$ cat config.mk
export PLATFORM = sky130hd
export DESIGN_NAME = mem_arbiter
export DESIGN_NICKNAME = d
export VERILOG_FILES = /design/src/rtl/mem_arbiter.sv
export SDC_FILE = /design/constraint.sdc
export NUM_CORES = 1
export LEC_CHECK = 0
export BUFFER_PORTS_ARGS = -buffer_cell sky130_fd_sc_hd__buf_2
export CORE_MARGIN = 2
export CORE_UTILIZATION = 36
export CTS_BUF_LIST = sky130_fd_sc_hd__clkbuf_16
export DETAILED_ROUTE_END_ITERATION = 12
export PLACE_DENSITY = 0.77
export SLEW_MARGIN = 20
export SYNTH_ARGS = -nofsm -noshare
export SYNTH_HDL_FRONTEND = slang
export SYNTH_SLANG_ARGS = --single-unit
$ cat constraint.sdc
create_clock -name ph1 -period 1.4 [get_ports ph1]
set_input_delay 0.07 -clock ph1 [delete_from_list [all_inputs] [get_ports ph1]]
set_output_delay 0.07 -clock ph1 [all_outputs]
set_load 0.01 [all_outputs]
$ cat src/rtl/mem_arbiter.sv
// Shared-memory arbiter between a CPU and a DMA/loader port.
// DMA has priority in bounded bursts, with one forced CPU cycle between bursts and ROM write protection.
module mem_arbiter #(
    parameter logic [15:0]  ROM_BASE  = 16'hF000,
    parameter int unsigned  MAX_BURST = 4
) (
    input  logic        ph1,
    input  logic        reset,
    input  logic        cpu_req,
    input  logic [15:0] cpu_addr,
    input  logic        cpu_we,
    input  logic [7:0]  cpu_wdata,
    output logic        cpu_rdy,
    output logic [7:0]  cpu_rdata,
    input  logic        dma_req,
    input  logic [15:0] dma_addr,
    input  logic        dma_we,
    input  logic [7:0]  dma_wdata,
    output logic        dma_gnt,
    output logic [7:0]  dma_rdata,
    output logic [15:0] mem_addr,
    output logic        mem_we,
    output logic [7:0]  mem_wdata,
    input  logic [7:0]  mem_rdata,
    output logic        rom_sel,
    output logic        rom_wr_err,
    output logic [15:0] dma_xfer_cnt
);

    localparam int unsigned ADDR_W  = 16;
    localparam int unsigned DATA_W  = 8;
    localparam int unsigned BURST_W = 4;
    localparam int unsigned CNT_W   = 16;

    typedef struct packed {
        logic              req;
        logic [ADDR_W-1:0] addr;
        logic              we;
        logic [DATA_W-1:0] wdata;
    } bus_req_t;

    typedef enum logic [1:0] {
        ST_CPU  = 2'd0,
        ST_DMA  = 2'd1,
        ST_FAIR = 2'd2
    } state_t;

    state_t             r_state;
    logic [BURST_W-1:0] r_burst;
    logic [CNT_W-1:0]   r_xfer_cnt;
    logic               r_rom_wr_err;

    state_t             w_nxt_state;
    logic [BURST_W-1:0] w_nxt_burst;
    logic [BURST_W-1:0] w_burst_inc;
    logic [CNT_W-1:0]   w_nxt_cnt;
    logic               w_nxt_err;
    logic               w_owner_dma;
    bus_req_t           w_cpu_bus;
    bus_req_t           w_dma_bus;
    bus_req_t           w_own_bus;
    logic               w_rom_hit;
    logic               w_wr_blocked;

    assign w_cpu_bus   = '{req: cpu_req, addr: cpu_addr, we: cpu_we, wdata: cpu_wdata};
    assign w_dma_bus   = '{req: dma_req, addr: dma_addr, we: dma_we, wdata: dma_wdata};
    assign w_owner_dma = (r_state == ST_DMA);
    assign w_own_bus   = w_owner_dma ? w_dma_bus : w_cpu_bus;
    assign w_rom_hit   = (w_own_bus.addr >= ROM_BASE);
    assign w_burst_inc = r_burst + BURST_W'(1);

    // Next-state, counters and combinational bus outputs
    always_comb begin
        w_nxt_state  = r_state;
        w_nxt_burst  = r_burst;
        w_nxt_cnt    = r_xfer_cnt;
        w_nxt_err    = r_rom_wr_err;
        w_wr_blocked = 1'b0;
        mem_addr     = w_own_bus.addr;
        mem_wdata    = w_own_bus.wdata;
        mem_we       = 1'b0;
        cpu_rdy      = 1'b0;
        dma_gnt      = 1'b0;

        if (!reset) begin
            cpu_rdy      = !w_owner_dma && cpu_req;
            dma_gnt      = w_owner_dma;
            mem_we       = w_own_bus.req && w_own_bus.we && !w_rom_hit;
            w_wr_blocked = w_own_bus.req && w_own_bus.we && w_rom_hit;
        end

        unique case (r_state)
            ST_CPU: begin
                if (dma_req) begin
                    w_nxt_state = ST_DMA;
                    w_nxt_burst = '0;
                end
            end
            ST_DMA: begin
                if (dma_req) begin
                    w_nxt_cnt = r_xfer_cnt + CNT_W'(1);
                    if (w_burst_inc == BURST_W'(MAX_BURST)) begin
                        // Burst exhausted: yield one cycle only if the CPU is waiting
                        w_nxt_burst = '0;
                        w_nxt_state = cpu_req ? ST_FAIR : ST_DMA;
                    end else begin
                        w_nxt_burst = w_burst_inc;
                    end
                end else begin
                    w_nxt_state = ST_CPU;
                end
            end
            ST_FAIR: begin
                w_nxt_burst = '0;
                w_nxt_state = dma_req ? ST_DMA : ST_CPU;
            end
            default: begin
                w_nxt_state = ST_CPU;
                w_nxt_burst = '0;
            end
        endcase

        if (w_wr_blocked) begin
            w_nxt_err = 1'b1;
        end
    end

    // State and counter registers
    always_ff @(posedge ph1) begin
        if (reset) begin
            r_state      <= ST_CPU;
            r_burst      <= '0;
            r_xfer_cnt   <= '0;
            r_rom_wr_err <= 1'b0;
        end else begin
            r_state      <= w_nxt_state;
            r_burst      <= w_nxt_burst;
            r_xfer_cnt   <= w_nxt_cnt;
            r_rom_wr_err <= w_nxt_err;
        end
    end

    assign rom_sel      = (mem_addr >= ROM_BASE);
    assign cpu_rdata    = mem_rdata;
    assign dma_rdata    = mem_rdata;
    assign rom_wr_err   = r_rom_wr_err;
    assign dma_xfer_cnt = r_xfer_cnt;

endmodule

* Word level (Yosys, flattened, before mapping) *
Index checks and enable logic that the tools add are counted.
Widths: inputs -> output; s select.

operators by class
  $add $sub $neg = 2
  reduce and logical (&&, ||, !) cells = 10
  equal/unequal tests = 6
  mux-type cells = 15
  $lt $le $gt $ge = 1

operators by type and width
  cell                   count
  $mux 26                1
  $add 16x1->16 const B  1
  $ge 16x16->1 const B   1
  $mux 4                 3
  $mux 2                 4
  $pmux 4 s2             1
  $pmux 2 s3             1
  $reduce_and 2->1       3
  $mux 1                 5
  $add 4x1->4 const B    1
  $eq 4x3->1 const B     1
  $logic_and 1x1->1      4
  $ne 2x2->1 const B     2
  $ne 3x2->1 const B     1
  $eq 2x1->1 const B     1
  $eq 2x2->1 const B     1
  $logic_not 1->1        2
  $logic_not 2->1        1

word-level totals
  input port bits = 62
  bits in registers = 23
  logic and storage cells = 38
  output and inout port bits = 61

* Longest topological paths before layout *
  depth in word-level cells = 6
  gate-level depth with buffers = 7
  gate-level depth less buffers = 6

* Worst setup path after synthesis *
OpenSTA, ideal clock, no wires.

  kind = reg2reg
  start point = register r_xfer_cnt[3] (netlist: dma_xfer_cnt[3])
  end point = register r_xfer_cnt[15] (netlist: dma_xfer_cnt[15])
  required time = 1330 ps
  clock period less this slack = 1542 ps
  stages on the path, launching flop included = 6
  setup time = 70 ps
  buffers on the path = 0
  arrival time = 1472 ps
  slack = -142 ps
  cell sequence = dfxtp_1 nand4_4 nor4_4 nand4_2 or3_1 a21oi_1

between the ends
  cells in the longest elaborated chain, start to end = 1

ends and longest elaborated chain
  element                   line  text
  start: declaration        50    logic [CNT_W-1:0] r_xfer_cnt;
  start signal: assignment  138   r_xfer_cnt <= w_nxt_cnt;
  $add 16x1->16             101   w_nxt_cnt = r_xfer_cnt + CNT_W'(1);

Every way passes these cells.
A chain may end at the register's enable or synchronous reset.

* Final worst setup path *
  start point = register r_state[0]
  end point = output mem_we

between the ends
  cells in the longest elaborated chain, start to end = 6
  elaborated cells between the ends (all ways) = 7
  classes of those cells = order compare (1); eq/ne (1); mux (2); reduce/logical (3)

ends and longest elaborated chain
  element                   line  text
  start: declaration        48    state_t r_state;
  start signal: assignment  136   r_state <= w_nxt_state;
  $eq 2x1->1 (*)            67    assign w_owner_dma = (r_state == ST_DMA);
  $mux 26 (*)               68    assign w_own_bus = w_owner_dma ? w_dma_bus : w_cpu_bus;
  $ge 16x16->1              69    assign w_rom_hit = (w_own_bus.addr >= ROM_BASE);
  $logic_not 1->1           88    mem_we = w_own_bus.req && w_own_bus.we && !w_rom_hit;
  $logic_and 1x1->1 (*)     88
  $mux 1 (*)                85    if (!reset) begin
  end: declaration          22    output logic mem_we,

Mark *: on every way between the ends. The rest lies on a longest branch, timed or not.

==> results.ini <==
[layout]
final_common_cell=buf_2
layout.nets=358
final_cells=344
utilization=0.624
nFillCells=348
layout_common_cells=buf_2 (82), buf_4 (26), buf_6 (23)
drive_gt1_frac=0.671
fin_area_mm2=0.00268
antenna_cells=0
area_delta_synth_final_pct=69.4

[sta]
hold_viol=0
tightestPinTransition_ns=0.323
slew_headroom=0.783
max_freq_ghz=0.636
fin_crit_ns=1.57
setup_tns_ns=-3.38
rsz0062_at_grt=yes
clock-skew-final_ns=0.00130
min_period_over_period=1.12
setup_ws_ns=-0.173
final_max_slew_viol_count=0
setup_violations=30

[worst_setup_path]
end_kind=primary output
path_buf_inv=3
required_ns=1.33
cp_cell_sequence=nor2b_4 -> buf_12 -> buf_12 -> mux2i_4 -> nor3b_2 -> buf_2
max_stage_delay_ns=0.33
crit_slowest_cell=dfxtp_2
crit_arrival_ns=1.50
start_kind=flip-flop
cp_common_cell=buf_12
critPathMaxFanout=8
path_class=flip-flop to primary output
path_delay_family=buffers and inverters

[drt]
dr.pass1.iters=5
viasPerCell=4.88
drt_iter0_drc=44
drcViolationCount=0
routed_wl_um=4870
vias=1678
wire_per_inst_um=14.2
ant_nets=0

[placed_design]
gp_congestion=0.754
placed_area_mm2=0.00219
hpwl_um=3270
port_buffers=98
post-place-cells=329

[power]
ir_worst_vdd_mv=0.466
switching_share=0.248
p_comb_frac=0.255
total_power_uw=1720
p_seq_frac=0.383
power_leakage_uw=0.00131
clkPwrFrac=0.362
power.internal_uw=1300
p_switching_uw=427
p_per_area_mw_per_mm2=644

[logic_synthesis]
synth_cells=178
synth_top_area_cell=dfxtp_1
synthDistinctLibCells=38
ys_warn_count=0
ys_ff_latch=23
syn-num-nets=243
synth_edf_count=0
yosysSeqAreaShare=0.291
synth.avg_cell_area_um2=8.88
netlist_top_cells_area=dfxtp_1 (29%), mux2_2 (17%), buf_4 (7.6%), xor2_1 (5.0%), nand2_1 (4.0%)
ys.flop_type=dfxtp_1
syn-cell-area_mm2=0.00158
async_flop_share=0
synthDominantCellAreaShare=0.291

[global_routing]
grt_util_all_layers=0.177
grt_max_degree=22
grt_pass1_wl_um=7110
use_met2=0.324
overflow=0
grt.met3_usage=0.0245
grtUsageMet1=0.210
gr-max-usage-layer=met2
antenna_found_initial=0
grt_pass1_vias=1620

[floorplan]
io_pins=123
dieArea_mm2=0.00494
core_mm2=0.00429
die_h_um=70.3
start_util=0.368
rows=24
die_w_um=70.3

[cts]
clk_pin_slew_worst_paths_ns=0.06
htree_levels=1
clockRootBuffer=clkbuf_16
cts_tree=done
cts.sinks=23
postCtsHoldBufs=0
cts_buffers=3
clock_latency_ns=0.26
cts_buffer_depth=2

[status]
violations=setup timing
outcome=finished, violations left

[job]
cap_violations=0

[min_path]
holdCritPathClass=input port to flip-flop

## path summary, 6_finish.rpt
check,from,end,slack (ns),depth (start not counted)
worst min-delay path,cpu_req,r_state[1],0.13,3
worst max register to register,r_state[0],rom_wr_err,-0.04,8
worst min register to register,rom_wr_err,rom_wr_err,0.48,2
worst max-delay path,r_state[0],mem_we,-0.17,6
## through the flow
stage / setup slack, ns / hold slack, ns
global route: -0.228 / 0.140
CTS: -0.171 / 0.107
finish: -0.173 / 0.128
floorplan: -0.0365 / 0.220
global placement: -0.00403 / 0.140
detailed placement: -0.0346 / 0.140
## power groups by stage
stage	Sequential [µW]	Combinational, µW	Clock (µW)
floorplan	682	201	0
global placement	679	312	0
detailed placement	679	319	0
CTS	662	409	628
global route	660	467	649
finish	660	440	624
## cell type report
class | count | area, µm² | area share
clock buffers | 3 | 75.1 | 0.0280
clock inverters | 1 | 3.75 | 0.00140
inverters | 4 | 15.0 | 0.00561
multi-input cells | 128 | 1130 | 0.421
flip-flops and latches | 23 | 487 | 0.182
well taps | 52 | 65.1 | 0.0243
repair buffers | 133 | 905 | 0.338
## registers in the layout, summed over array words and instances, names as in the netlist
register	flops
rom_wr_err	1
r_state	2
r_burst	4
dma_xfer_cnt	16
## worst reg2reg max path, cell delays in order, from the launching register on
cell and delay [ns]:
dfxtp_2 0.33, nor2b_4 0.20, buf_12 0.12, buf_12 0.13, mux2i_4 0.25, buf_4 0.14
buf_4 0.09, a21oi_1 0.05, nor2_1 0.07
## repair_timing
item / in CTS / in global routing
cloned: 2 / 0
pin swaps: 7 / 5
endpoints found under the setup margin: 31 / 40
buffers inserted: 7 / 4
resized for setup: 38 / 37
## kinds of logic (layout without fill, tap and decap cells)
group                    count (synthesis)  after routing  share of synthesized area
multiplexers                            26             26                      0.184
adder cells (fa/ha/maj)                  3              3                     0.0238
AO/OA/AOI/OAI                           14             14                     0.0586
XOR/XNOR                                13             13                     0.0721
flip-flops                              23             23                      0.291
buffers and inverters                   27            141                      0.112
AND/OR/NAND/NOR                         72             72                      0.259
## routing by layer
metal / vias to the layer above / share of wire
met5: - / 0
met1: 785 / 0.38
met2: 50 / 0.56
met4: 0 / 0.017
met3: 7 / 0.045
li1: 836 / -
## Yosys cell counts (2+ instances only)
| cell | count |
|---|---|
| a21o_1 | 2 |
| a21oi_1 | 4 |
| and2_1 | 2 |
| buf_2 | 5 |
| buf_4 | 16 |
| dfxtp_1 | 23 |
| ha_1 | 3 |
| inv_1 | 4 |
| mux2_2 | 24 |
| mux2i_1 | 2 |
| nand2_1 | 17 |
| nand2b_1 | 2 |
| nand3_1 | 10 |
| nand4_1 | 3 |
| nor2_1 | 17 |
| nor2b_1 | 2 |
| nor3_1 | 7 |
| o21ai_0 | 3 |
| or3_1 | 2 |
| xnor2_1 | 4 |
| xor2_1 | 9 |
(Power assumes the default switching activity.)
